### src/rtl/hft_net_pkg.sv
// Shared definitions for the market-data front end: parser states, beat field
// offsets, price scaling and default frame magics.
package hft_net_pkg;

    typedef enum logic [1:0] {
        ST_IDLE   = 2'd0,
        ST_BODY   = 2'd1,
        ST_COMMIT = 2'd2,
        ST_DROP   = 2'd3
    } parser_state_e;

    localparam int HDR_MAGIC_MSB  = 63;
    localparam int HDR_MAGIC_LSB  = 48;
    localparam int HDR_K_MSB      = 47;
    localparam int HDR_K_LSB      = 40;
    localparam int HDR_SEQ_MSB    = 31;
    localparam int HDR_SEQ_LSB    = 0;
    localparam int BODY_IDX_MSB   = 63;
    localparam int BODY_IDX_LSB   = 56;
    localparam int BODY_PRICE_MSB = 47;
    localparam int BODY_PRICE_LSB = 0;

    localparam int PRICE_SHIFT = 16;

    localparam logic [15:0] DEFAULT_RX_MAGIC = 16'hC0DE;
    localparam logic [15:0] DEFAULT_TX_MAGIC = 16'hDEAD;

    // Wire prices carry 48 bits; the table stores them in 64-bit fixed point.
    function automatic logic [63:0] scale_price(input logic [47:0] price);
        return {price, {PRICE_SHIFT{1'b0}}};
    endfunction

endpackage

### src/rtl/order_tx_fifo.sv
// Circular-buffer FIFO for formatted order frames; pointers carry an extra
// wrap bit so full and empty are distinguished without a counter.
module order_tx_fifo #(
    parameter int DEPTH = 4,
    parameter int WIDTH = 64
) (
    input  logic             clk_156mhz,
    input  logic             rst_n,
    input  logic             push,
    input  logic [WIDTH-1:0] push_data,
    input  logic             pop,
    output logic [WIDTH-1:0] pop_data,
    output logic             full,
    output logic             empty
);
    localparam int AW = $clog2(DEPTH);

    logic [AW:0]      wr_ptr;
    logic [AW:0]      rd_ptr;
    logic [WIDTH-1:0] mem [DEPTH];

    assign empty    = (wr_ptr == rd_ptr);
    assign full     = (wr_ptr[AW] != rd_ptr[AW]) && (wr_ptr[AW-1:0] == rd_ptr[AW-1:0]);
    assign pop_data = empty ? '0 : mem[rd_ptr[AW-1:0]];

    // NOTE: sequential state uses non-blocking assignments so every flop
    // samples pre-edge values regardless of statement order.
    always_ff @(posedge clk_156mhz or negedge rst_n) begin
        if (!rst_n) begin
            wr_ptr <= '0;
            rd_ptr <= '0;
        end else begin
            if (push && !full) wr_ptr <= wr_ptr + (AW+1)'(1);
            if (pop && !empty) rd_ptr <= rd_ptr + (AW+1)'(1);
        end
    end

    // NOTE: storage is deliberately not reset; the pointers define which
    // entries are meaningful, and resetting an array costs a mux per bit.
    always_ff @(posedge clk_156mhz) begin
        if (push && !full) mem[wr_ptr[AW-1:0]] <= push_data;
    end

endmodule

### src/rtl/market_feed_parser.sv
// Multi-symbol market-data parser with atomic price-table commits, drop/gap/
// latency statistics, and an order-TX queue under ready/valid backpressure.
module market_feed_parser
    import hft_net_pkg::*;
#(
    parameter int          NUM_SYMBOLS      = 4,
    parameter logic [15:0] RX_MAGIC         = DEFAULT_RX_MAGIC,
    parameter logic [15:0] TX_MAGIC         = DEFAULT_TX_MAGIC,
    parameter int          ORDER_FIFO_DEPTH = 4
) (
    input  logic                      clk_156mhz,
    input  logic                      rst_n,
    input  logic [63:0]               rx_data,
    input  logic                      rx_valid,
    input  logic                      rx_last,
    output logic [64*NUM_SYMBOLS-1:0] price_table,
    output logic [NUM_SYMBOLS-1:0]    price_update,
    input  logic                      order_valid,
    output logic                      order_ready,
    input  logic [7:0]                order_symbol,
    input  logic                      order_side,
    input  logic [63:0]               order_price,
    output logic [63:0]               tx_data,
    output logic                      tx_valid,
    input  logic                      tx_ready,
    output logic [31:0]               total_packets,
    output logic [31:0]               dropped_packets,
    output logic [31:0]               seq_gaps,
    output logic [31:0]               network_latency
);
    localparam int         SYM_W     = $clog2(NUM_SYMBOLS);
    localparam logic [7:0] NUM_SYM_B = 8'(NUM_SYMBOLS);

    parser_state_e state, state_next;

    logic [7:0]             k_q;
    logic [7:0]             beat_cnt_q;
    logic [31:0]            seq_q;
    logic [31:0]            expected_seq_q;
    logic                   seq_armed_q;
    logic [31:0]            latency_q;
    logic [NUM_SYMBOLS-1:0] shadow_mask_q;
    logic [63:0]            shadow_q [NUM_SYMBOLS];
    logic [63:0]            price_q  [NUM_SYMBOLS];

    logic [15:0] hdr_magic;
    logic [7:0]  hdr_k;
    logic [31:0] hdr_seq;
    logic [7:0]  body_idx;
    logic [47:0] body_price;
    logic [7:0]  beat_cnt_inc;
    logic        hdr_good;
    logic        idx_bad;

    logic hdr_take;
    logic body_wr;
    logic drop_pkt;
    logic do_commit;

    assign hdr_magic    = rx_data[HDR_MAGIC_MSB:HDR_MAGIC_LSB];
    assign hdr_k        = rx_data[HDR_K_MSB:HDR_K_LSB];
    assign hdr_seq      = rx_data[HDR_SEQ_MSB:HDR_SEQ_LSB];
    assign body_idx     = rx_data[BODY_IDX_MSB:BODY_IDX_LSB];
    assign body_price   = rx_data[BODY_PRICE_MSB:BODY_PRICE_LSB];
    assign beat_cnt_inc = beat_cnt_q + 8'd1;
    assign hdr_good     = (hdr_magic == RX_MAGIC) && (hdr_k != 8'd0) && (hdr_k <= NUM_SYM_B);
    assign idx_bad      = (body_idx >= NUM_SYM_B);

    always_ff @(posedge clk_156mhz or negedge rst_n) begin
        if (!rst_n) state <= ST_IDLE;
        else        state <= state_next;
    end

    // NOTE: every output of this block is defaulted first so no path through
    // the case statement can leave one unassigned and infer a latch.
    always_comb begin
        state_next = state;
        hdr_take   = 1'b0;
        body_wr    = 1'b0;
        drop_pkt   = 1'b0;
        do_commit  = (state == ST_COMMIT);
        case (state)
            // COMMIT accepts a new header exactly like IDLE for back-to-back packets.
            ST_IDLE, ST_COMMIT: begin
                state_next = ST_IDLE;
                if (rx_valid) begin
                    hdr_take = 1'b1;
                    if (hdr_good && !rx_last) begin
                        state_next = ST_BODY;
                    end else begin
                        drop_pkt   = 1'b1;
                        state_next = rx_last ? ST_IDLE : ST_DROP;
                    end
                end
            end
            ST_BODY: begin
                if (rx_valid) begin
                    if (idx_bad) begin
                        drop_pkt   = 1'b1;
                        state_next = rx_last ? ST_IDLE : ST_DROP;
                    end else begin
                        body_wr = 1'b1;
                        if (beat_cnt_inc == k_q) begin
                            if (rx_last) begin
                                state_next = ST_COMMIT;
                            end else begin
                                drop_pkt   = 1'b1;
                                state_next = ST_DROP;
                            end
                        end else if (rx_last) begin
                            drop_pkt   = 1'b1;
                            state_next = ST_IDLE;
                        end
                    end
                end
            end
            ST_DROP: begin
                if (rx_valid && rx_last) state_next = ST_IDLE;
            end
            default: state_next = ST_IDLE;
        endcase
    end

    always_ff @(posedge clk_156mhz or negedge rst_n) begin
        if (!rst_n) begin
            k_q             <= '0;
            beat_cnt_q      <= '0;
            seq_q           <= '0;
            expected_seq_q  <= '0;
            seq_armed_q     <= 1'b0;
            latency_q       <= '0;
            shadow_mask_q   <= '0;
            price_update    <= '0;
            total_packets   <= '0;
            dropped_packets <= '0;
            seq_gaps        <= '0;
            network_latency <= '0;
            for (int i = 0; i < NUM_SYMBOLS; i++) price_q[i] <= '0;
        end else begin
            price_update <= '0;
            if (do_commit) begin
                for (int i = 0; i < NUM_SYMBOLS; i++) begin
                    if (shadow_mask_q[i]) price_q[i] <= shadow_q[i];
                end
                price_update    <= shadow_mask_q;
                network_latency <= latency_q + 32'd1;
                if (seq_armed_q && (seq_q != expected_seq_q)) seq_gaps <= seq_gaps + 32'd1;
                expected_seq_q  <= seq_q + 32'd1;
                seq_armed_q     <= 1'b1;
            end
            if (state == ST_BODY) latency_q <= latency_q + 32'd1;
            if (hdr_take) begin
                total_packets <= total_packets + 32'd1;
                latency_q     <= 32'd1;
                shadow_mask_q <= '0;
                beat_cnt_q    <= '0;
                k_q           <= hdr_k;
                seq_q         <= hdr_seq;
            end
            if (body_wr) begin
                shadow_mask_q[body_idx[SYM_W-1:0]] <= 1'b1;
                beat_cnt_q                         <= beat_cnt_inc;
            end
            if (drop_pkt) dropped_packets <= dropped_packets + 32'd1;
        end
    end

    // Entries outside shadow_mask_q are never committed, so stale data is harmless.
    always_ff @(posedge clk_156mhz) begin
        if (body_wr) shadow_q[body_idx[SYM_W-1:0]] <= scale_price(body_price);
    end

    for (genvar g = 0; g < NUM_SYMBOLS; g++) begin : g_table
        assign price_table[64*g +: 64] = price_q[g];
    end

    logic        ready_en_q;
    logic        fifo_full;
    logic        fifo_empty;
    logic [63:0] order_frame;
    logic        unused_price_low;

    // Holds order_ready low while in reset and for the release cycle itself.
    always_ff @(posedge clk_156mhz or negedge rst_n) begin
        if (!rst_n) ready_en_q <= 1'b0;
        else        ready_en_q <= 1'b1;
    end

    assign order_ready      = ready_en_q && !fifo_full;
    assign tx_valid         = !fifo_empty;
    assign order_frame      = {TX_MAGIC, order_side, 7'b0, order_symbol, order_price[63:32]};
    assign unused_price_low = ^order_price[31:0];

    order_tx_fifo #(
        .DEPTH (ORDER_FIFO_DEPTH),
        .WIDTH (64)
    ) u_order_tx_fifo (
        .clk_156mhz (clk_156mhz),
        .rst_n      (rst_n),
        .push       (order_valid && order_ready),
        .push_data  (order_frame),
        .pop        (tx_valid && tx_ready),
        .pop_data   (tx_data),
        .full       (fifo_full),
        .empty      (fifo_empty)
    );

endmodule

### config.mk
export PLATFORM = sky130hd
export DESIGN_NAME = market_feed_parser
export DESIGN_NICKNAME = d
export VERILOG_FILES = /design/src/rtl/hft_net_pkg.sv /design/src/rtl/order_tx_fifo.sv /design/src/rtl/market_feed_parser.sv
export SDC_FILE = /design/constraint.sdc
export NUM_CORES = 1
export LEC_CHECK = 0
export ABC_AREA = 0
export BUFFER_PORTS_ARGS = -buffer_cell sky130_fd_sc_hd__clkbuf_2
export CAP_MARGIN = 20
export CORE_MARGIN = 2
export CORE_UTILIZATION = 35
export DETAILED_ROUTE_END_ITERATION = 8
export MAX_ROUTING_LAYER = met4
export PLACE_DENSITY = 0.57
export SLEW_MARGIN = 15
export SYNTH_ARGS = -nofsm -noshare
export SYNTH_HDL_FRONTEND = slang
export SYNTH_SLANG_ARGS = --single-unit
### constraint.sdc
create_clock -name clk_156mhz -period 13.75 [get_ports clk_156mhz]
set_clock_uncertainty 0.05 [all_clocks]
set_input_delay 2.75 -clock clk_156mhz [delete_from_list [all_inputs] [get_ports clk_156mhz]]
set_output_delay 2.75 -clock clk_156mhz [all_outputs]
set_load 0.02 [all_outputs]
* After elaboration in Yosys (flattened, before gate mapping) *
Memories as Yosys holds them, arrays and structs flattened. A register that Yosys moved wholly into a read port is not among the register bits.
Cells that the tools add are included.

storage, ports and cells
  register bits after elaboration = 514
  RAM bits = 356
  input port bits = 143
  output and inout bits = 454
  logic and storage cells = 114
  memories = 2

memory list
  memory               depth  bits a word  rd ports  clocked after Yosys merged registers in  wr ports  line                      source
  shadow_q             4      48           4         4                                        1         market_feed_parser.sv:43  logic [63:0] shadow_q [NUM_SYMBOLS];
  u_order_tx_fifo.mem  4      41           1         0                                        1         order_tx_fifo.sv:20       logic [WIDTH-1:0] mem [DEPTH];

cells by class
  add/subtract/negate cells = 8
  $lt $le $gt $ge = 4
  equality and inequality tests = 12
  mux-type cells = 37
  bitwise logic cells = 1
  reduce and logical (&&, ||, !) cells = 30

operator list
  cell                     number
  $add A32 B1 Y32 const B  5
  $mux W32                 2
  $mux W64                 1
  $ne A32 B32 Y1           1
  $mux W1                  18
  $eq A16 B16 Y1 const B   1
  $mux W2                  8
  $mux W8                  2
  $logic_and A1 B1 Y1      12
  $mux W4                  3
  $reduce_and A2 Y1        5
  $add A8 B1 Y8 const B    1
  $eq A8 B8 Y1             1
  $ge A8 B3 Y1 const B     1
  $le A8 B3 Y1 const B     1
  $reduce_bool A8 Y1       1
  $logic_not A1 Y1         7
  $add A3 B1 Y3 const B    2
  $pmux W2 S3              1
  $eq A2 B2 Y1 const B     2
  $ne A2 B2 Y1 const B     2
  $ne A4 B4 Y1 const B     1
  $or A4 B4 Y4             1
  $reduce_bool A2 Y1       2
  11 further kinds         11

* Logic depth before layout (Yosys ltp) *
  depth in word-level cells = 8
  mapped depth = 9
  depth with buffers taken out = 8

* By module *
From an unflattened synthesis, not the netlist that was laid out.

unflattened totals
  cell total of the unflattened synthesis = 2389
  area total of the unflattened synthesis = 35626.7 µm²

by module, submodules not included
  module              instances  cells each  area each (µm²)  seq. area each (µm²)
  market_feed_parser  1          1937        25428.1          16876.2
  order_tx_fifo       1          452         10198.5          7837.5

* Least setup slack after synthesis *
No wires, ideal clock.

  kind = input port to flip-flop
  start = input rx_data[58]
  end = memory shadow_q[0][0] (netlist name) (enable)
  setup time = 516 ps
  data arrival time = 7128 ps
  data required time = 13184 ps
  slack = 6056 ps
  stages = 4
  path buffers = 0
  cells stage by stage = or4_4 -> nor4_4 -> nand2_1 -> nor3_1

on the way
  cells in the longest elaborated chain, start to end = 6

ends and longest elaborated chain
  element                        line                       source
  start, declared                market_feed_parser.sv:13   input logic [63:0] rx_data,
  $ge A8 B3 Y1                   market_feed_parser.sv:67   assign idx_bad = (body_idx >= NUM_SYM_B);
  $mux W1                        market_feed_parser.sv:98   if (idx_bad) begin
  $mux W1                        market_feed_parser.sv:97   if (rx_valid) begin
  $mux W1                        market_feed_parser.sv:82   case (state)
  $mux W1                        market_feed_parser.sv:170  if (body_wr) shadow_q[body_idx[SYM_W-1:0]] <= scale_price(body_price);
  $mux W1 (implied by the code)  market_feed_parser.sv:170
  end, declared                  market_feed_parser.sv:43

No other way between the ends.

* Worst setup path in the final report *
  start = register u_order_tx_fifo.rd_ptr[0]
  end = output tx_data[51]

on the way
  cells in the longest elaborated chain, start to end = 2

ends and longest elaborated chain
  element                 line                      source
  start, declared         order_tx_fifo.sv:19       logic [AW:0] rd_ptr;
  start signal, assigned  order_tx_fifo.sv:34       if (pop && !empty) rd_ptr <= rd_ptr + (AW+1)'(1);
  $eq A3 B3 Y1            order_tx_fifo.sv:22       assign empty = (wr_ptr == rd_ptr);
  $mux W64                order_tx_fifo.sv:24       assign pop_data = empty ? '0 : mem[rd_ptr[AW-1:0]];
  end, declared           market_feed_parser.sv:23  output logic [63:0] tx_data,

No other way between the ends.

==> run_results.csv <==
group,metric,value,unit
global_routing,grt_max_degree,174,
drt,via_per_inst,4.80,
finish,seq_area,22000,sq um
synthesis,ys.flop_type,"dfrtp_1",
timing,slew-limit-headroom,31.3,%
place,dp_hpwl,51900,um
global_routing,antenna_found_initial,5,
synthesis,ys_ff_latch,806,
clocking,cts-root-buf,"clkbuf_16",
drt,via_count,19400,
die,die_y,308,um
setup_path,cp_max_fo,44,
synthesis,ys_top_cells_by_count,"dfrtp_1 (450), edfxtp_1 (356), nand2_1 (290)",
setup_path,cp-start-kind,"flip-flop",
place,pre_cts_ws,8.19,ns
clocking,cts_resized,0,
outcome,status,"complete, no violations",
timing,timing.final.crit_period,5.94,ns
setup_path,critPathKind,"reg -> out",
die,io-pin-count,597,
finish,drive_above_1_share,33.2,%
drt,ant_nets,0,
clocking,cts_hold_buf,0,
synthesis,syn_area_per_cell,14.2,sq um
finish,multi_input_area,9540,sq um
timing,setup_ws,7.81,ns
synthesis,async_reset_ff_share,55.8,%
die,coreArea,91500,sq um
clocking,clock_latency,0.66,ns
clocking,postCtsSetupBuffers,0,
clocking,cts_tree,"yes",
synthesis,synth_edf_count,356,
synthesis,yosysWarnings,0,
drt,initialDrtViolationCount,1096,
timing,fin_tns_setup,0,ns
global_routing,grt_pass1_wl,121000,um
clocking,cts-htree-levels,3,
synthesis,synth_area,32300,sq um
place,post_dp_cell_area,35800,sq um
die,die_w,308,um
setup_path,crit_arrival,3.14,ns
flow_run,drv_cap,0,
synthesis,syn-instance-count,2267,
synthesis,synth_top_cell_area_share,34.9,%
clocking,clock_sinks,806,
pwr,leakage,17.2,nW
drt,wl_met2,39500,um
synthesis,seq_area_frac_synth,68.0,%
die,initial_core_util,35.3,%
drt,met1_length,33400,um
place,io_buffer_count,488,
pwr,ir_worst_vdd,166,uV
timing,slew_viol_final,0,
finish,nets,2923,
drt,wire_per_inst,19.8,um
timing,finalSetupViolCount,0,
clocking,cts_buffers,90,
finish,final_area,38900,sq um
die,num_rows,111,
synthesis,synth_most_common_cell,"dfrtp_1",
global_routing,grt.overflow.total,0,
clocking,path_clk_slew,0.06,ns
finish,syn_to_final_growth,20.4,%
timing,max_freq,0.168,GHz
drt,firstDrtPassIters,4,
drt,dr_wl_met3,5040,um
synthesis,yosysTopAreaCell,"dfrtp_1",
hold_path,min_path_type,"reg -> reg",
pwr,p_per_area,170,nW/um^2
drt,wirelength,80000,um
timing,rsz0062_at_grt,"false",
global_routing,first_global_vias,20000,
clocking,cts_buffer_depth,3,
setup_path,cp.required,10.95,ns
timing,worstMarginPinSlew,1.03,ns
global_routing,grt_use_total,17.2,%
finish,nFillCells,8358,
synthesis,synth.distinct_cells,59,
synthesis,synth.area.top_cells,"dfrtp_1 (35%), edfxtp_1 (33%), mux2_2 (6.8%)",
drt,route.detailed.drc,0,
place,place.gp.congestion,0.845,
timing,hold_violations,0,
setup_path,crit_path_end_kind,"output port",
die,die-area,94700,sq um
timing,period_share,43.2,%
drt,top_layer,"met4",
[metal layers]
| layer | vias to the layer above | track usage (%) |
|---|---|---|
| met3 | 129 | 4.29 |
| li1 | 8896 | - |
| met5 | - | - |
| met2 | 512 | 28.2 |
| met4 | 0 | 5.64 |
| met1 | 9838 | 20.9 |
[area by class of cell]
| class | instances | area share [%] |
|---|---|---|
| Timing Repair Buffer | 514 | 6.88 |
| Clock inverter | 41 | 1.35 |
| Multi-Input combinational cell | 1325 | 24.5 |
| Antenna cell | 3 | 0.0193 |
| Sequential cell | 806 | 56.5 |
| Inverter | 32 | 0.309 |
| Tap cell | 1186 | 3.82 |
| Clock buffer | 126 | 6.61 |
[kinds of logic after synthesis]
logic type / synth area share, %
flip-flops: 68.0
XOR/XNOR: 5.51
other: 0.0233
AND/OR/NAND/NOR: 9.89
multiplexers: 9.70
adder cells (fa/ha/maj): 0.426
buffers and inverters: 3.55
AO/OA/AOI/OAI: 2.92
[worst max-delay path, stage by stage (launching register included)]
cell	delay [ns]
dfrtp_2	0.33
buf_4	0.70
xor2_1	0.21
nor3_2	0.20
buf_4	0.45
inv_1	0.33
clkbuf_2	0.24
[final timing paths]
kind                                                  startpoint                                    end  slack (ns)  depth (start not counted)
min in group asynchronous                                  rst_n           price_table[227]$_DFFE_PN0P_        2.10                          1
hold reg to reg                        shadow_q[0][24]$_DFFE_PP_            price_table[40]$_DFFE_PN0P_        0.42                          1
setup / recovery           u_order_tx_fifo.rd_ptr[0]$_DFFE_PN0P_                            tx_data[51]        7.81                          6
max in group asynchronous                                  rst_n  u_order_tx_fifo.rd_ptr[1]$_DFFE_PN0P_        9.11                          3
setup reg to reg           u_order_tx_fifo.rd_ptr[0]$_DFFE_PN0P_    u_order_tx_fifo.mem[2][5]$_DFFE_PP_       10.54                          6
hold / removal                         shadow_q[0][24]$_DFFE_PP_            price_table[40]$_DFFE_PN0P_        0.42                          1
[where the power goes]
| group | internal (mW) | total [mW] | switching [mW] |
|---|---|---|---|
| logic | 0.454 | 1.25 | 0.796 |
| registers | 2.71 | 2.85 | 0.142 |
| clock network | 1.50 | 2.49 | 0.989 |
| total | 4.66 | 6.59 | 1.93 |
[cell usage in the layout, fill, tap and decap left out, types with 14 or more instances in the layout]
| cell type | n |
|---|---|
| clkbuf_2 | 487 |
| nand4_1 | 29 |
| o21ai_0 | 71 |
| clkbuf_8 | 14 |
| clkbuf_16 | 92 |
| nor2b_1 | 44 |
| xor2_1 | 99 |
| nor2_1 | 45 |
| nand2_1 | 286 |
| nor4_1 | 17 |
| nor4_2 | 18 |
| nor3_1 | 28 |
| conb_1 | 77 |
| xnor2_1 | 104 |
| o21ai_1 | 49 |
| dfrtp_1 | 448 |
| edfxtp_1 | 356 |
| mux4_2 | 41 |
| nand3_1 | 65 |
| buf_4 | 23 |
| inv_1 | 31 |
| and3_1 | 33 |
| clkbuf_1 | 20 |
| clkinv_2 | 17 |
| mux2_2 | 195 |
[registers in the layout, indices dropped and copies added, names as in the netlist]
signal	count
ready_en_q	1
k_q	8
network_latency	32
u_order_tx_fifo.rd_ptr	3
shadow_mask_q	4
price_table	192
state	2
seq_q	32
shadow_q	192
seq_gaps	32
price_update	4
u_order_tx_fifo.mem	164
seq_armed_q	1
latency_q	32
beat_cnt_q	8
dropped_packets	32
expected_seq_q	32
total_packets	32
u_order_tx_fifo.wr_ptr	3
[through the flow]
stage / std cells / hold slack [ns] / total power [mW] / utilization (%)
6_report: 4033 / 0.420 / 6.59 / 42.5
5_1_grt: 4033 / 0.431 / 6.89 / 42.5
4_1_cts: 4030 / 0.424 / 6.69 / 42.5
3_5_place_dp: 3863 / 0.414 / 4.17 / 39.1
3_3_place_gp: 3861 / 0.407 / 4.15 / 39.1
2_1_floorplan: 2342 / 0.400 / 3.74 / -
(Power assumes the default switching activity.)
